===== config.mk =====
export PLATFORM = sky130hd
export DESIGN_NAME = alu_op_sequencer_flat
export DESIGN_NICKNAME = d
export VERILOG_FILES = /design/src/rtl/alu_op_sequencer_if.sv /design/src/rtl/alu_op_sequencer.sv /design/src/flat_wrapper.sv
export SDC_FILE = /design/constraint.sdc
export NUM_CORES = 1
export LEC_CHECK = 0
export ABC_AREA = 1
export BUFFER_PORTS_ARGS = -buffer_cell sky130_fd_sc_hd__buf_2
export CAP_MARGIN = 20
export CORE_MARGIN = 5
export CORE_UTILIZATION = 40
export DETAILED_ROUTE_END_ITERATION = 6
export PLACE_DENSITY = 0.71
export SYNTH_ARGS = -nofsm -noshare
export SYNTH_HDL_FRONTEND = slang
export SYNTH_SLANG_ARGS = --single-unit

===== constraint.sdc =====
create_clock -name clk -period 5.2 [get_ports clk]
set_input_delay 0.26 -clock clk [delete_from_list [all_inputs] [get_ports clk]]
set_output_delay 0.26 -clock clk [all_outputs]
set_load 0.02 [all_outputs]

===== src/rtl/alu_op_sequencer_if.sv =====
// Request, ALU-drive and response buses of the ALU operation sequencer.
// The slave modport is the sequencer's view; master is its environment.
interface alu_op_sequencer_if #(
   parameter int N = 32
);
   logic          in_valid;
   logic          in_ready;
   logic [N-1:0]  in_a;
   logic [N-1:0]  in_b;
   logic [3:0]    in_opcode;

   logic [N-1:0]  alu_a;
   logic [N-1:0]  alu_b;
   logic [3:0]    alu_opcode;
   logic [N-1:0]  alu_result;
   logic [N-1:0]  alu_remainder;
   logic          alu_carry_out;
   logic          alu_zero;
   logic          alu_overflow;

   logic          out_valid;
   logic          out_ready;
   logic [N-1:0]  out_result;
   logic [N-1:0]  out_remainder;
   logic [3:0]    out_opcode;
   logic [4:0]    out_flags;

   modport slave (
      input  in_valid, in_a, in_b, in_opcode,
      output in_ready,
      output alu_a, alu_b, alu_opcode,
      input  alu_result, alu_remainder, alu_carry_out, alu_zero, alu_overflow,
      output out_valid, out_result, out_remainder, out_opcode, out_flags,
      input  out_ready
   );

   modport master (
      output in_valid, in_a, in_b, in_opcode,
      input  in_ready,
      input  alu_a, alu_b, alu_opcode,
      output alu_result, alu_remainder, alu_carry_out, alu_zero, alu_overflow,
      input  out_valid, out_result, out_remainder, out_opcode, out_flags,
      output out_ready
   );
endinterface


===== src/rtl/alu_op_sequencer.sv =====
// Buffers ALU requests in a FIFO, drives the combinational ALU for a settle
// window, captures result/remainder/flags and hands them downstream.
module alu_op_sequencer #(
   parameter int N      = 32,
   parameter int DEPTH  = 4,
   parameter int SETTLE = 2
) (
   input  logic               clk,
   input  logic               rst,
   alu_op_sequencer_if.slave  bus,
   output logic               busy,
   output logic [15:0]        ops_done
);
   localparam int AW = (DEPTH > 1) ? $clog2(DEPTH) : 1;
   localparam int CW = (SETTLE > 1) ? $clog2(SETTLE) : 1;
   localparam logic [CW-1:0] SETTLE_LOAD = CW'(SETTLE - 1);
   localparam logic [AW:0]   DEPTH_CNT   = (AW + 1)'(DEPTH);
   localparam logic [3:0]    OP_DIV      = 4'b1001;
   localparam logic [3:0]    OP_NONE     = 4'b1111;

   typedef enum logic [1:0] {
      S_IDLE  = 2'd0,
      S_DRIVE = 2'd1,
      S_HOLD  = 2'd2
   } state_t;

   typedef struct packed {
      logic [N-1:0] result;
      logic [N-1:0] remainder;
      logic [4:0]   flags;
   } cap_t;

   // Flags are {div_zero, illegal, overflow, zero, carry}; ALU data is never
   // forwarded for illegal opcodes or a zero divisor, so X cannot leak out.
   function automatic cap_t capture_fn(
      input logic [3:0]   op,
      input logic [N-1:0] b,
      input logic [N-1:0] res,
      input logic [N-1:0] rem,
      input logic         cy,
      input logic         zr,
      input logic         ov
   );
      cap_t c;
      if (op > OP_DIV) begin
         c.result    = {N{1'b0}};
         c.remainder = {N{1'b0}};
         c.flags     = 5'b01000;
      end else if ((op == OP_DIV) && (b == {N{1'b0}})) begin
         c.result    = {N{1'b0}};
         c.remainder = {N{1'b0}};
         c.flags     = 5'b10100;
      end else begin
         c.result    = res;
         c.remainder = rem;
         c.flags     = {1'b0, 1'b0, ov, zr, cy};
      end
      return c;
   endfunction

   state_t         state_q, state_d;
   logic [CW-1:0]  settle_q, settle_d;
   logic [AW-1:0]  wr_ptr_q, wr_ptr_d;
   logic [AW-1:0]  rd_ptr_q, rd_ptr_d;
   logic [AW:0]    count_q, count_d;
   logic           in_ready_q, in_ready_d;
   logic           busy_q, busy_d;
   logic [N-1:0]   alu_a_q, alu_a_d;
   logic [N-1:0]   alu_b_q, alu_b_d;
   logic [3:0]     alu_opcode_q, alu_opcode_d;
   logic           out_valid_q, out_valid_d;
   logic [N-1:0]   out_result_q, out_result_d;
   logic [N-1:0]   out_remainder_q, out_remainder_d;
   logic [3:0]     out_opcode_q, out_opcode_d;
   logic [4:0]     out_flags_q, out_flags_d;
   logic [15:0]    ops_done_q, ops_done_d;

   logic [N-1:0]   mem_a_q  [DEPTH];
   logic [N-1:0]   mem_b_q  [DEPTH];
   logic [3:0]     mem_op_q [DEPTH];

   logic           push;
   logic           pop;
   logic           fifo_empty;
   cap_t           cap;

   assign push       = bus.in_valid & in_ready_q;
   assign fifo_empty = (count_q == {(AW + 1){1'b0}});
   assign cap        = capture_fn(alu_opcode_q, alu_b_q, bus.alu_result,
                                  bus.alu_remainder, bus.alu_carry_out,
                                  bus.alu_zero, bus.alu_overflow);

   // Sequencer FSM: pop into the ALU drive registers, settle, capture, hand off.
   always_comb begin
      state_d         = state_q;
      settle_d        = settle_q;
      alu_a_d         = alu_a_q;
      alu_b_d         = alu_b_q;
      alu_opcode_d    = alu_opcode_q;
      out_valid_d     = out_valid_q;
      out_result_d    = out_result_q;
      out_remainder_d = out_remainder_q;
      out_opcode_d    = out_opcode_q;
      out_flags_d     = out_flags_q;
      ops_done_d      = ops_done_q;
      pop             = 1'b0;

      case (state_q)
         S_IDLE: begin
            if (!fifo_empty) begin
               pop          = 1'b1;
               alu_a_d      = mem_a_q[rd_ptr_q];
               alu_b_d      = mem_b_q[rd_ptr_q];
               alu_opcode_d = mem_op_q[rd_ptr_q];
               settle_d     = SETTLE_LOAD;
               state_d      = S_DRIVE;
            end else begin
               state_d      = S_IDLE;
            end
         end
         S_DRIVE: begin
            if (settle_q != {CW{1'b0}}) begin
               settle_d = settle_q - CW'(1);
            end else begin
               out_result_d    = cap.result;
               out_remainder_d = cap.remainder;
               out_flags_d     = cap.flags;
               out_opcode_d    = alu_opcode_q;
               out_valid_d     = 1'b1;
               state_d         = S_HOLD;
            end
         end
         S_HOLD: begin
            if (bus.out_ready) begin
               ops_done_d  = ops_done_q + 16'd1;
               out_valid_d = 1'b0;
               if (!fifo_empty) begin
                  pop          = 1'b1;
                  alu_a_d      = mem_a_q[rd_ptr_q];
                  alu_b_d      = mem_b_q[rd_ptr_q];
                  alu_opcode_d = mem_op_q[rd_ptr_q];
                  settle_d     = SETTLE_LOAD;
                  state_d      = S_DRIVE;
               end else begin
                  state_d      = S_IDLE;
               end
            end else begin
               state_d = S_HOLD;
            end
         end
         default: begin
            state_d     = S_IDLE;
            out_valid_d = 1'b0;
         end
      endcase
   end

   // FIFO pointers and occupancy; in_ready/busy are registered from next state.
   always_comb begin
      wr_ptr_d = wr_ptr_q;
      rd_ptr_d = rd_ptr_q;
      count_d  = count_q;

      if (push) begin
         wr_ptr_d = wr_ptr_q + AW'(1);
      end else begin
         wr_ptr_d = wr_ptr_q;
      end

      if (pop) begin
         rd_ptr_d = rd_ptr_q + AW'(1);
      end else begin
         rd_ptr_d = rd_ptr_q;
      end

      case ({push, pop})
         2'b10:   count_d = count_q + (AW + 1)'(1);
         2'b01:   count_d = count_q - (AW + 1)'(1);
         default: count_d = count_q;
      endcase

      in_ready_d = (count_d != DEPTH_CNT);
      busy_d     = (state_d != S_IDLE) || (count_d != {(AW + 1){1'b0}});
   end

   // Request storage; reads are gated by the occupancy count, so no reset.
   always_ff @(posedge clk) begin
      if (push) begin
         mem_a_q[wr_ptr_q]  <= bus.in_a;
         mem_b_q[wr_ptr_q]  <= bus.in_b;
         mem_op_q[wr_ptr_q] <= bus.in_opcode;
      end
   end

   // State and output registers with asynchronous reset.
   always_ff @(posedge clk or posedge rst) begin
      if (rst) begin
         state_q         <= S_IDLE;
         settle_q        <= {CW{1'b0}};
         wr_ptr_q        <= {AW{1'b0}};
         rd_ptr_q        <= {AW{1'b0}};
         count_q         <= {(AW + 1){1'b0}};
         in_ready_q      <= 1'b1;
         busy_q          <= 1'b0;
         alu_a_q         <= {N{1'b0}};
         alu_b_q         <= {N{1'b0}};
         alu_opcode_q    <= OP_NONE;
         out_valid_q     <= 1'b0;
         out_result_q    <= {N{1'b0}};
         out_remainder_q <= {N{1'b0}};
         out_opcode_q    <= 4'b0000;
         out_flags_q     <= 5'b00000;
         ops_done_q      <= 16'd0;
      end else begin
         state_q         <= state_d;
         settle_q        <= settle_d;
         wr_ptr_q        <= wr_ptr_d;
         rd_ptr_q        <= rd_ptr_d;
         count_q         <= count_d;
         in_ready_q      <= in_ready_d;
         busy_q          <= busy_d;
         alu_a_q         <= alu_a_d;
         alu_b_q         <= alu_b_d;
         alu_opcode_q    <= alu_opcode_d;
         out_valid_q     <= out_valid_d;
         out_result_q    <= out_result_d;
         out_remainder_q <= out_remainder_d;
         out_opcode_q    <= out_opcode_d;
         out_flags_q     <= out_flags_d;
         ops_done_q      <= ops_done_d;
      end
   end

   assign bus.in_ready      = in_ready_q;
   assign bus.alu_a         = alu_a_q;
   assign bus.alu_b         = alu_b_q;
   assign bus.alu_opcode    = alu_opcode_q;
   assign bus.out_valid     = out_valid_q;
   assign bus.out_result    = out_result_q;
   assign bus.out_remainder = out_remainder_q;
   assign bus.out_opcode    = out_opcode_q;
   assign bus.out_flags     = out_flags_q;
   assign busy              = busy_q;
   assign ops_done          = ops_done_q;
endmodule


===== src/flat_wrapper.sv =====
// flat-port wrapper written by rule: the top's interface ports become plain ports
module alu_op_sequencer_flat 
#(
   parameter int N      = 32,
   parameter int DEPTH  = 4,
   parameter int SETTLE = 2
)
  (clk, rst, busy, ops_done, bus_in_valid, bus_in_a, bus_in_b, bus_in_opcode, bus_in_ready, bus_alu_a, bus_alu_b, bus_alu_opcode, bus_alu_result, bus_alu_remainder, bus_alu_carry_out, bus_alu_zero, bus_alu_overflow, bus_out_valid, bus_out_result, bus_out_remainder, bus_out_opcode, bus_out_flags, bus_out_ready);
  alu_op_sequencer_if #(.N(N)) bus_i ();
  input  logic clk;
  input  logic rst;
  output logic busy;
  output logic [15:0] ops_done;
  input wire logic [$bits(bus_i.in_valid)-1:0] bus_in_valid;
  input wire logic [$bits(bus_i.in_a)-1:0] bus_in_a;
  input wire logic [$bits(bus_i.in_b)-1:0] bus_in_b;
  input wire logic [$bits(bus_i.in_opcode)-1:0] bus_in_opcode;
  output wire logic [$bits(bus_i.in_ready)-1:0] bus_in_ready;
  output wire logic [$bits(bus_i.alu_a)-1:0] bus_alu_a;
  output wire logic [$bits(bus_i.alu_b)-1:0] bus_alu_b;
  output wire logic [$bits(bus_i.alu_opcode)-1:0] bus_alu_opcode;
  input wire logic [$bits(bus_i.alu_result)-1:0] bus_alu_result;
  input wire logic [$bits(bus_i.alu_remainder)-1:0] bus_alu_remainder;
  input wire logic [$bits(bus_i.alu_carry_out)-1:0] bus_alu_carry_out;
  input wire logic [$bits(bus_i.alu_zero)-1:0] bus_alu_zero;
  input wire logic [$bits(bus_i.alu_overflow)-1:0] bus_alu_overflow;
  output wire logic [$bits(bus_i.out_valid)-1:0] bus_out_valid;
  output wire logic [$bits(bus_i.out_result)-1:0] bus_out_result;
  output wire logic [$bits(bus_i.out_remainder)-1:0] bus_out_remainder;
  output wire logic [$bits(bus_i.out_opcode)-1:0] bus_out_opcode;
  output wire logic [$bits(bus_i.out_flags)-1:0] bus_out_flags;
  input wire logic [$bits(bus_i.out_ready)-1:0] bus_out_ready;
  assign bus_i.in_valid = bus_in_valid;
  assign bus_i.in_a = bus_in_a;
  assign bus_i.in_b = bus_in_b;
  assign bus_i.in_opcode = bus_in_opcode;
  assign bus_in_ready = bus_i.in_ready;
  assign bus_alu_a = bus_i.alu_a;
  assign bus_alu_b = bus_i.alu_b;
  assign bus_alu_opcode = bus_i.alu_opcode;
  assign bus_i.alu_result = bus_alu_result;
  assign bus_i.alu_remainder = bus_alu_remainder;
  assign bus_i.alu_carry_out = bus_alu_carry_out;
  assign bus_i.alu_zero = bus_alu_zero;
  assign bus_i.alu_overflow = bus_alu_overflow;
  assign bus_out_valid = bus_i.out_valid;
  assign bus_out_result = bus_i.out_result;
  assign bus_out_remainder = bus_i.out_remainder;
  assign bus_out_opcode = bus_i.out_opcode;
  assign bus_out_flags = bus_i.out_flags;
  assign bus_i.out_ready = bus_out_ready;
  alu_op_sequencer #(.N(N), .DEPTH(DEPTH), .SETTLE(SETTLE)) u_core (.clk(clk), .rst(rst), .bus(bus_i), .busy(busy), .ops_done(ops_done));
endmodule

==> run_results.csv, run 1 <==
group,metric,value,unit
power,leakagePower,8.747,nW
logic_synthesis,synth_cells,1446,
global_routing,grt_max_degree,80,
power,p_int,7.981,mW
clocking,postCtsSetupBuffers,0,
placement,portBuffers,298,
drt,drt-total-wl,44.76,mm
logic_synthesis,synthTopCellsByArea,"edfxtp_1, dfrtp_1, nor2_1, o21ai_0, nand2_1",
logic_synthesis,avgSynthCellArea,11.72,sq um
global_routing,met1_usage,23.41,%
logic_synthesis,syn_area,16940,sq um
die,fp.dieW,215.8,um
power,seqPwrFrac,41.4,%
logic_synthesis,yosysTopAreaCell,"edfxtp_1",
logic_synthesis,synth_nets,1592,
power,swShare,38.19,%
timing,period_share,60.40,%
die,fp.dieH,215.8,um
timing,setup_tns,0,ps
critical_path,rrSetupSlack,2060,ps
clocking,insertion_delay,570,ps
timing,grt_setup_unrepaired,"no",
global_routing,grt_pass1_wl,69.08,mm
clocking,cts_sinks,442,
global_routing,top_usage_layer,"met2",
clocking,cts_tree,"built",
critical_path,reg2reg_depth,4,
timing,max_freq,318.4,MHz
drt,drt_iter0_markers,1001,
cells_and_area,drive_gt1_share,21.21,%
die,core_area,41950,sq um
job,drv_cap,0,
global_routing,use_met3,5.549,%
global_routing,overflow,0,
die,num_rows,75,
placement,dpl_cell_area,18890,sq um
global_routing,grt_usage,18.65,%
logic_synthesis,synth_ff_type,"edfxtp_1",
logic_synthesis,synth_warnings,0,
critical_path,reg2reg_to,"u_core.bus.alu_b[3]",
die,initial_core_util,40.38,%
timing,min_period,3141,ps
global_routing,grt_pass1_vias,12320,
worst_hold_path,hold_path_end,"u_core.state_q[1]",
power,combPwrFrac,33.9,%
cells_and_area,fillers,3487,
critical_path,r2r_start,"u_core.rd_ptr_q[0]",
global_routing,antenna_found_initial,8,
cells_and_area,syn2layout_area_growth,28.03,%
clocking,clock_path_buffers,3,
cells_and_area,regArea,12430,sq um
logic_synthesis,yosysSeqAreaShare,73.37,%
placement,dp_hpwl,27.11,mm
timing,tightest_slew,1092,ps
drt,viasPerCell,5.023,
logic_synthesis,yosysTopAreaCellShare,48.22,%
logic_synthesis,synthMostInstantiatedCell,"nor2_1",
power,clkPwrFrac,24.7,%
placement,placed_cells,2218,
drt,drtPass1Iterations,5,
clocking,clkTransAtPathRegs,60,ps
critical_path,cp.arrival,3550,ps
timing,final-hold-violation-count,0,
power,p_sw,4.931,mW
worst_hold_path,hold_class,"input port to flop",
logic_synthesis,ys_ff_latch,442,
drt,wl_per_cell,18.35,um
critical_path,critPathCaptureType,"flop",
timing,relSlewSlack,27.19,%
critical_path,start_kind,"flop",
drt,vias,12250,
placement,routabilityCongestion,0.8589,
die,dieArea,46570,sq um
critical_path,worstSetupPathType,"flop to flop",
timing,fin_skew,17.94,ps
timing,drv_slew,0,
cells_and_area,multi_input_area,3990,sq um
clocking,numCtsBuffers,45,
logic_synthesis,synth-edff-count,272,
logic_synthesis,ys_types,29,
timing,setup-violations-final,0,
global_routing,use_met2,31.72,%
drt,ant_nets,0,
logic_synthesis,async_flop_share,38.46,%
power,p_per_area,595.4,nW/um^2
die,ios,299,
drt,drc_errors,0,
critical_path,worst-endpoint-required,5610,ps
critical_path,crit_fanout,79,
clocking,h-tree-depth,2,
clocking,clock-root-buffer,"clkbuf_16",
logic_synthesis,synth_common_cells,"nor2_1, edfxtp_1, o21ai_0",
cells_and_area,stdcell_count,2439,
worst_hold_path,worstHoldStart,"bus_out_ready",
cells_and_area,final_area,21690,sq um
status,status,"complete, no violations",
worst_hold_path,whs_path_depth,4,
cells_and_area,nets,2004,
power,vdd_drop_max,0.0004126,V
-- power groups by stage --
stage          Clock (mW)  Combinational [mW]  Sequential [mW]
3_3_place_gp            0                4.23             5.37
4_1_cts              3.27                4.42             5.35
6_report             3.19                4.38             5.35
5_1_grt              3.41                4.87             5.46
2_1_floorplan           0                2.36             5.89
3_5_place_dp            0                4.33             5.41
-- routing by layer --
layer | vias to the layer above | share of wire, %
li1 | 5775 | -
met1 | 5962 | 40
met2 | 442 | 49
met3 | 67 | 8.4
met4 | 6 | 2.4
met5 | - | 0.076
-- critical path, cell delays in order, from the launching register on --
cell and delay (ps):
dfrtp_4 1000, clkinv_2 1000, buf_4 560, o21ai_0 270
a31oi_1 120
-- metrics by stage --
step                util, %  hold slack [ps]  worst slack, ps  power, mW
floorplan                 -            358.9            344.8      8.252
global placement      45.04            381.8             2106      9.599
detailed placement    45.04            390.0             2064      9.742
CTS                   51.67            9.545             2069      13.04
global route          51.70            42.38             1722      13.74
finish                51.70            45.78             2059      12.91
-- how the worst max path moves through the flow --
stage	start	slack [ps]	end	depth (start not counted)
6_report	u_core.rd_ptr_q[0]	2060	u_core.bus.alu_b[3]	4
5_1_grt	u_core.rd_ptr_q[0]	1720	u_core.bus.alu_b[3]	4
4_1_cts	u_core.rd_ptr_q[0]	2070	u_core.bus.alu_b[27]	6
3_5_place_dp	u_core.rd_ptr_q[0]	2060	u_core.bus.alu_b[27]	6
3_3_place_gp	u_core.rd_ptr_q[0]	2110	u_core.bus.alu_b[27]	6
2_1_floorplan	rst	340	u_core.bus.alu_a[0]	1
-- state kept, by name, indices dropped and copies added (netlist names), 16 cells and up --
signal	count
u_core.mem_b_q	128
u_core.bus.alu_a	32
u_core.bus.out_remainder	32
u_core.ops_done	16
u_core.mem_op_q	16
u_core.bus.alu_b	32
u_core.mem_a_q	128
u_core.bus.out_result	32
-- kinds of logic (layout without fill, tap and decap cells) --
logic type	count (synthesis)	in the layout	synth area share, %
compound gates	293	293	9.188
xor+xnor	15	15	0.7755
fa+ha+maj	7	7	0.5613
buf+inv	126	575	3.287
flops	442	442	73.37
other cells	0	5	0
simple gates	563	563	12.82
-- placed cells by master, fill, tap and decap left out, types with 3 or more instances in the layout --
cell           synthesis  final
a21oi_1                4      4
a31oi_1               59     59
buf_2                 43    298
buf_4                  2     17
bufinv_16              0      3
clkbuf_1              31     18
clkbuf_16              0     46
clkbuf_8               0      3
clkinv_2               0      6
clkinvlp_4             0      3
dfrtp_1              165    163
dfstp_2                5      5
diode_2                0      5
dlygate4sd3_1          0    132
edfxtp_1             272    272
ha_1                   6      6
inv_1                 41     39
nand2_1              189    189
nand3_1               12     12
nor2_1               352    348
nor2_4                 3      8
o21ai_0              198    198
o21ai_1               21     21
o22ai_1                9      9
xnor2_1                5      5
xor2_1                10     10
-- area by class of cell --
class / count / area share, %
Clock inverter: 17 / 0.9288
Antenna cell: 5 / 0.05769
Inverter: 44 / 0.8134
Tap cell: 539 / 3.109
Clock buffer: 67 / 5.809
Sequential cell: 442 / 57.33
Multi-Input combinational cell: 878 / 18.40
Timing Repair Buffer: 447 / 13.56
-- repair_timing --
action / in CTS / in global routing
endpoints found under the setup margin: 0 / 0
resized for setup: 0 / 0
hold buffers: 132 / 0
hold endpoints to repair: 402 / 0
Power figures use the tool's default switching activity.
==> inputs of run 2 (changes only) <==
--- a/config.mk
+++ b/config.mk
@@ -11,7 +11,7 @@
 export CORE_MARGIN = 5
 export CORE_UTILIZATION = 40
 export DETAILED_ROUTE_END_ITERATION = 6
-export PLACE_DENSITY = 0.71
+export PLACE_DENSITY = 0.68
 export SYNTH_ARGS = -nofsm -noshare
 export SYNTH_HDL_FRONTEND = slang
 export SYNTH_SLANG_ARGS = --single-unit
==> constraint.sdc (replaced) <==
create_clock -name clk -period 3.13 [get_ports clk]
set_input_delay 0.1565 -clock clk [delete_from_list [all_inputs] [get_ports clk]]
set_output_delay 0.1565 -clock clk [all_outputs]
set_load 0.02 [all_outputs]
==> run 2 against run 1 <==
Effect of this change:
- via count grew 0.24%
- final area grew 0.72%
- sequential cell count is the same
- die area is the same
- critical path depth grew 6
- sequential share of layout area shrank 0.41 points
- cell count grew 0.37%
- clock skew grew 6.6 ps
- hold slack gained 120 ps
- first-iteration DRC count shrank 11%
- highest routed layer unchanged
==> run_results.csv, run 2 (synthesis gave the netlist of run 1 again) <==
group,metric,value,unit
die,fp.dieH,215.8,um
timing,final-hold-violation-count,0,
placement,dp_hpwl,25.19,mm
drt,drtPass1Iterations,6,
drt,viasPerCell,5.017,
critical_path,r2r_start,"u_core.state_q[1]",
job,drv_cap,0,
placement,portBuffers,298,
timing,max_freq,430.1,MHz
clocking,cts_hold_buffers,137,
critical_path,path_cells,"nand3_1 > nand3_1 > inv_4 > ha_1 > inv_1 > fa_1 > a21oi_1 > o21ai_0 > xor2_1 > nand3b_1",
placement,routabilityCongestion,0.8529,
status,status,"complete, no violations",
clocking,clock-root-buffer,"clkbuf_16",
cells_and_area,final_cell_mix,"nor2_1, buf_2, edfxtp_1",
placement,placed_cells,2220,
timing,min_period,2325,ps
timing,fin_skew,24.50,ps
critical_path,cp.arrival,2770,ps
critical_path,rrSetupSlack,800,ps
drt,vias,12280,
clocking,h-tree-depth,2,
placement,dp_slack,794.6,ps
critical_path,worstSetupPathType,"flop to flop",
drt,ant_nets,0,
timing,hold_ws,168.8,ps
clocking,cts_tree,"built",
critical_path,reg2reg_depth,10,
critical_path,reg2reg_to,"u_core.busy",
timing,drv_slew,0,
die,dieArea,46570,sq um
clocking,postCtsSetupBuffers,0,
cells_and_area,fillers,3543,
cells_and_area,fin_util,52.07,%
timing,tightest_slew,997.4,ps
timing,period_share,74.29,%
cells_and_area,nets,2013,
critical_path,critPathCaptureType,"flop",
cells_and_area,final_area,21840,sq um
die,core_area,41950,sq um
clocking,numCtsBuffers,47,
cells_and_area,reg_top3,"u_core.mem_a_q x128, u_core.mem_b_q x128",
global_routing,overflow,0,
die,fp.dieW,215.8,um
placement,dpl_cell_area,19020,sq um
critical_path,crit_fanout,5,
timing,grt_setup_unrepaired,"no",
global_routing,grt_pass1_wl,69.81,mm
timing,fin_ws,804.8,ps
power,vdd_drop_max,0.0007196,V
die,initial_core_util,40.38,%
drt,drc_errors,0,
clocking,insertion_delay,590,ps
clocking,clkTransAtPathRegs,60,ps
drt,drt-total-wl,44.61,mm
clocking,cts-resized-gates,0,
power,leakagePower,8.810,nW
critical_path,cp_common_cell,"nand3_1",
clocking,clock_path_buffers,3,
global_routing,antenna_found_initial,5,
global_routing,grt_pass1_vias,12490,
cells_and_area,layout_commonest_cell,"nor2_1",
power,p_per_area,984.0,nW/um^2
drt,drt_iter0_markers,893,
clocking,cts_sinks,442,
cells_and_area,drive_gt1_share,21.46,%
drt,wl_per_cell,18.22,um
timing,setup_tns,0,ps
timing,setup-violations-final,0,
critical_path,start_kind,"flop",
global_routing,grt_usage,18.90,%
die,num_rows,75,
global_routing,grt_max_degree,138,
critical_path,critical-path-max-stage-delay,450,ps
worst_hold_path,hold_class,"input port to asynchronous set/reset pin",
cells_and_area,stdcell_count,2448,
critical_path,worst-endpoint-required,3580,ps
power,finalPower,21.49,mW
die,ios,299,
critical_path,crit_slowest_cell,"fa_1",
timing,relSlewSlack,33.51,%
cells_and_area,syn2layout_area_growth,28.95,%
run 2: worst max-delay path by stage:
stage | from | to | slack, ps | cells past startpoint
floorplan | u_core.bus.in_ready | u_core.mem_a_q[0][0] | -990 | 2
global placement | u_core.state_q[1] | u_core.busy | 860 | 10
detailed placement | u_core.state_q[1] | u_core.busy | 790 | 10
CTS | u_core.state_q[1] | u_core.busy | 780 | 10
global route | u_core.state_q[1] | u_core.busy | 610 | 10
finish | u_core.state_q[1] | u_core.busy | 800 | 10
run 2: critical path, delay by kind of cell, from the launching register on:
family	cells	cell delay, ps
and+or+nand+nor	3	520
DFF	1	430
adders and majority gates	2	600
buffers and inverters	2	220
xor gates and xnor gates	1	180
AOI/OAI and AO/OA	2	280
run 2: layout make-up:
| class | count | area (sq um) | area share [%] |
|---|---|---|---|
| clock inverter | 29 | 216.5 | 0.9910 |
| sequential | 442 | 12430 | 56.92 |
| multi-input combinational | 878 | 3990 | 18.27 |
| tap | 539 | 674.4 | 3.087 |
| timing repair buffer | 454 | 3118 | 14.27 |
| antenna | 3 | 7.507 | 0.03437 |
| inverter | 44 | 172.7 | 0.7905 |
| clock buffer | 59 | 1231 | 5.636 |
run 2: layer usage:
layer	part of all wire, %	vias up	global-route usage, %	wire, um
met5	0.061	-	0	27
met4	2.8	4	6.635	1230
met3	7.6	87	5.059	3404
met2	49	421	32.64	21880
met1	40	5975	22.98	18070
li1	-	5794	-	-
run 2: power by group:
group | switching (mW) | leakage [nW] | internal (mW)
combinational | 5.26 | 3.60 | 2.35
clock | 2.27 | 0.707 | 2.90
sequential | 0.750 | 4.51 | 7.95
total | 8.29 | 8.81 | 13.2
==> inputs of run 3 (changes only) <==
==> constraint.sdc (replaced) <==
create_clock -name clk -period 2.24 [get_ports clk]
set_input_delay 0.112 -clock clk [delete_from_list [all_inputs] [get_ports clk]]
set_output_delay 0.112 -clock clk [all_outputs]
set_load 0.02 [all_outputs]
==> run 3 against run 2 <==
Effect of this change:
- clock-buffer cell count fell by 2
- worst setup slack got worse by 580 ps
- clock power rose by 52%
- global-route usage fell by 0.33 points
- register-to-register slack got worse by 580 ps
- sequential power rose by 40%
- non-clock buffer count rose by 7
- sequential share of layout area fell by 0.62 points
- first-iteration DRC count rose by 0.11%
- critical path depth rose by 1
- clock skew fell by 6.7 ps
- largest cell class unchanged
==> run_results.csv, run 3 (synthesis gave the netlist of run 1 again) <==
group,metric,value,unit
die,initial_core_util,40.38,%
global_routing,grt_max_degree,138,
clocking,cts_sinks,442,
die,fp.dieW,215.8,um
critical_path,start_kind,"flop",
drt,ant_nets,0,
timing,fin_skew,17.80,ps
global_routing,grt_pass1_vias,12200,
drt,wl_per_cell,18.08,um
cells_and_area,syn2layout_area_growth,30.37,%
timing,setup-violations-final,0,
critical_path,rrSetupSlack,220,ps
cells_and_area,nets,2020,
critical_path,cp_common_cell,"inv_1",
power,seqPwrFrac,39.6,%
timing,max_freq,495.3,MHz
cells_and_area,reg_top3,"u_core.mem_a_q x128, u_core.mem_b_q x128",
power,leakagePower,8.921,nW
drt,drtPass1Iterations,5,
clocking,postCtsSetupBuffers,0,
critical_path,path_cells,"inv_1 > nand3_1 > nand3_2 > inv_4 > ha_1 > inv_1 > fa_2 > a21oi_1 > o21ai_1 > xor2_1 > nand3b_1",
critical_path,cp.arrival,2480,ps
placement,dp_slack,159.2,ps
global_routing,overflow,0,
timing,final-hold-violation-count,0,
critical_path,r2r_start,"u_core.count_q[0]",
global_routing,grt_usage,18.57,%
drt,vias,12200,
placement,dpl_cell_area,19100,sq um
placement,dp_hpwl,25.46,mm
power,p_sw,11.59,mW
worst_hold_path,whs_path_depth,2,
timing,min_period,2019,ps
global_routing,antenna_found_initial,6,
clocking,insertion_delay,580,ps
drt,drc_errors,0,
die,dieArea,46570,sq um
critical_path,critical-path-max-stage-delay,390,ps
cells_and_area,final_area,22080,sq um
critical_path,crit_slowest_cell,"fa_2",
worst_hold_path,hold_class,"input port to flop",
placement,portBuffers,298,
power,vdd_drop_max,0.001180,V
placement,routabilityCongestion,0.8414,
critical_path,crit_fanout,3,
die,fp.dieH,215.8,um
clocking,cts_tree,"built",
worst_hold_path,worstHoldStart,"bus_in_b[24]",
timing,tightest_slew,807.8,ps
critical_path,critPathCaptureType,"flop",
status,status,"complete, no violations",
timing,relSlewSlack,46.14,%
die,ios,299,
cells_and_area,final_cell_mix,"nor2_1, buf_2, edfxtp_1",
drt,drt_iter0_markers,894,
drt,drt-total-wl,44.33,mm
power,p_per_area,1393,nW/um^2
timing,grt_setup_unrepaired,"no",
power,combPwrFrac,34.7,%
power,clkPwrFrac,25.6,%
timing,fin_ws,221.0,ps
critical_path,worst-endpoint-required,2700,ps
critical_path,worstSetupPathType,"flop to flop",
clocking,clkTransAtPathRegs,60,ps
clocking,numCtsBuffers,47,
global_routing,grt_pass1_wl,68.90,mm
timing,drv_slew,0,
die,num_rows,75,
worst_hold_path,hold_path_end,"u_core.mem_b_q[1][24]",
power,p_int,19.18,mW
job,drv_cap,0,
critical_path,reg2reg_depth,11,
clocking,clock_path_buffers,3,
clocking,h-tree-depth,2,
critical_path,reg2reg_to,"u_core.busy",
cells_and_area,layout_commonest_cell,"nor2_1",
clocking,clock-root-buffer,"clkbuf_16",
cells_and_area,fin_util,52.65,%
die,core_area,41950,sq um
cells_and_area,drive_gt1_share,21.97,%
drt,viasPerCell,4.977,
timing,hold_ws,273.3,ps
power,swShare,37.67,%
timing,period_share,90.13,%
-- run 3: worst max-delay path by stage --
stage / from / cells past startpoint / end
after floorplan: rst / 1 / u_core.bus.alu_a[0]
after global placement: u_core.count_q[0] / 11 / u_core.busy
after detailed placement: u_core.state_q[0] / 10 / u_core.busy
after CTS: u_core.state_q[0] / 10 / u_core.busy
after global routing: u_core.count_q[0] / 11 / u_core.busy
final: u_core.count_q[0] / 11 / u_core.busy
-- run 3: metrics by stage --
stage               setup TNS, ps  instances  power (mW)
floorplan                   -6044       1446       19.16
global placement                0       2225       22.65
detailed placement              0       2225       22.94
CTS                             0       2451       31.16
global route                    0       2452       32.80
finish                          0       2452       30.78
-- run 3: metal layers --
metal / global-route usage (%) / up-vias / share of wire, %
met5: 0 / - / 0.13
met4: 5.867 / 10 / 2.5
met3: 4.891 / 72 / 7.9
met2: 31.44 / 410 / 48
met1: 23.49 / 5910 / 41
li1: - / 5801 / -
-- run 3: power by group through the flow --
| stage | logic (mW) | clock network [mW] | registers [mW] |
|---|---|---|---|
| 2_1_floorplan | 5.55 | 0 | 13.6 |
| 3_3_place_gp | 10.4 | 0 | 12.3 |
| 3_5_place_dp | 10.6 | 0 | 12.3 |
| 4_1_cts | 10.8 | 8.14 | 12.2 |
| 5_1_grt | 11.9 | 8.46 | 12.4 |
| 6_report | 10.7 | 7.89 | 12.2 |
-- run 3: worst max-delay path, delay by kind of cell (launching register included) --
family,cells,cell delay [ps]
AOI/OAI and AO/OA,2,230
buffers and inverters,3,230
and+or+nand+nor,3,360
xor gates and xnor gates,1,170
adders and majority gates,2,530
DFF,1,360
-- run 3: cell type report --
type | count | area, sq um
Clock inverter | 30 | 346.6
Antenna cell | 1 | 2.502
Multi-Input combinational cell | 878 | 4010
Clock buffer | 57 | 1245
Inverter | 44 | 172.7
Sequential cell | 442 | 12430
Tap cell | 539 | 674.4
Fill cell | 3512 | 19860
Timing Repair Buffer | 461 | 3201
-- run 3: timing repair --
item,CTS,global route
hold buffers,139,0
endpoints found under the setup margin,0,1
endpoints found under the hold margin,511,0
gates resized for setup,0,2
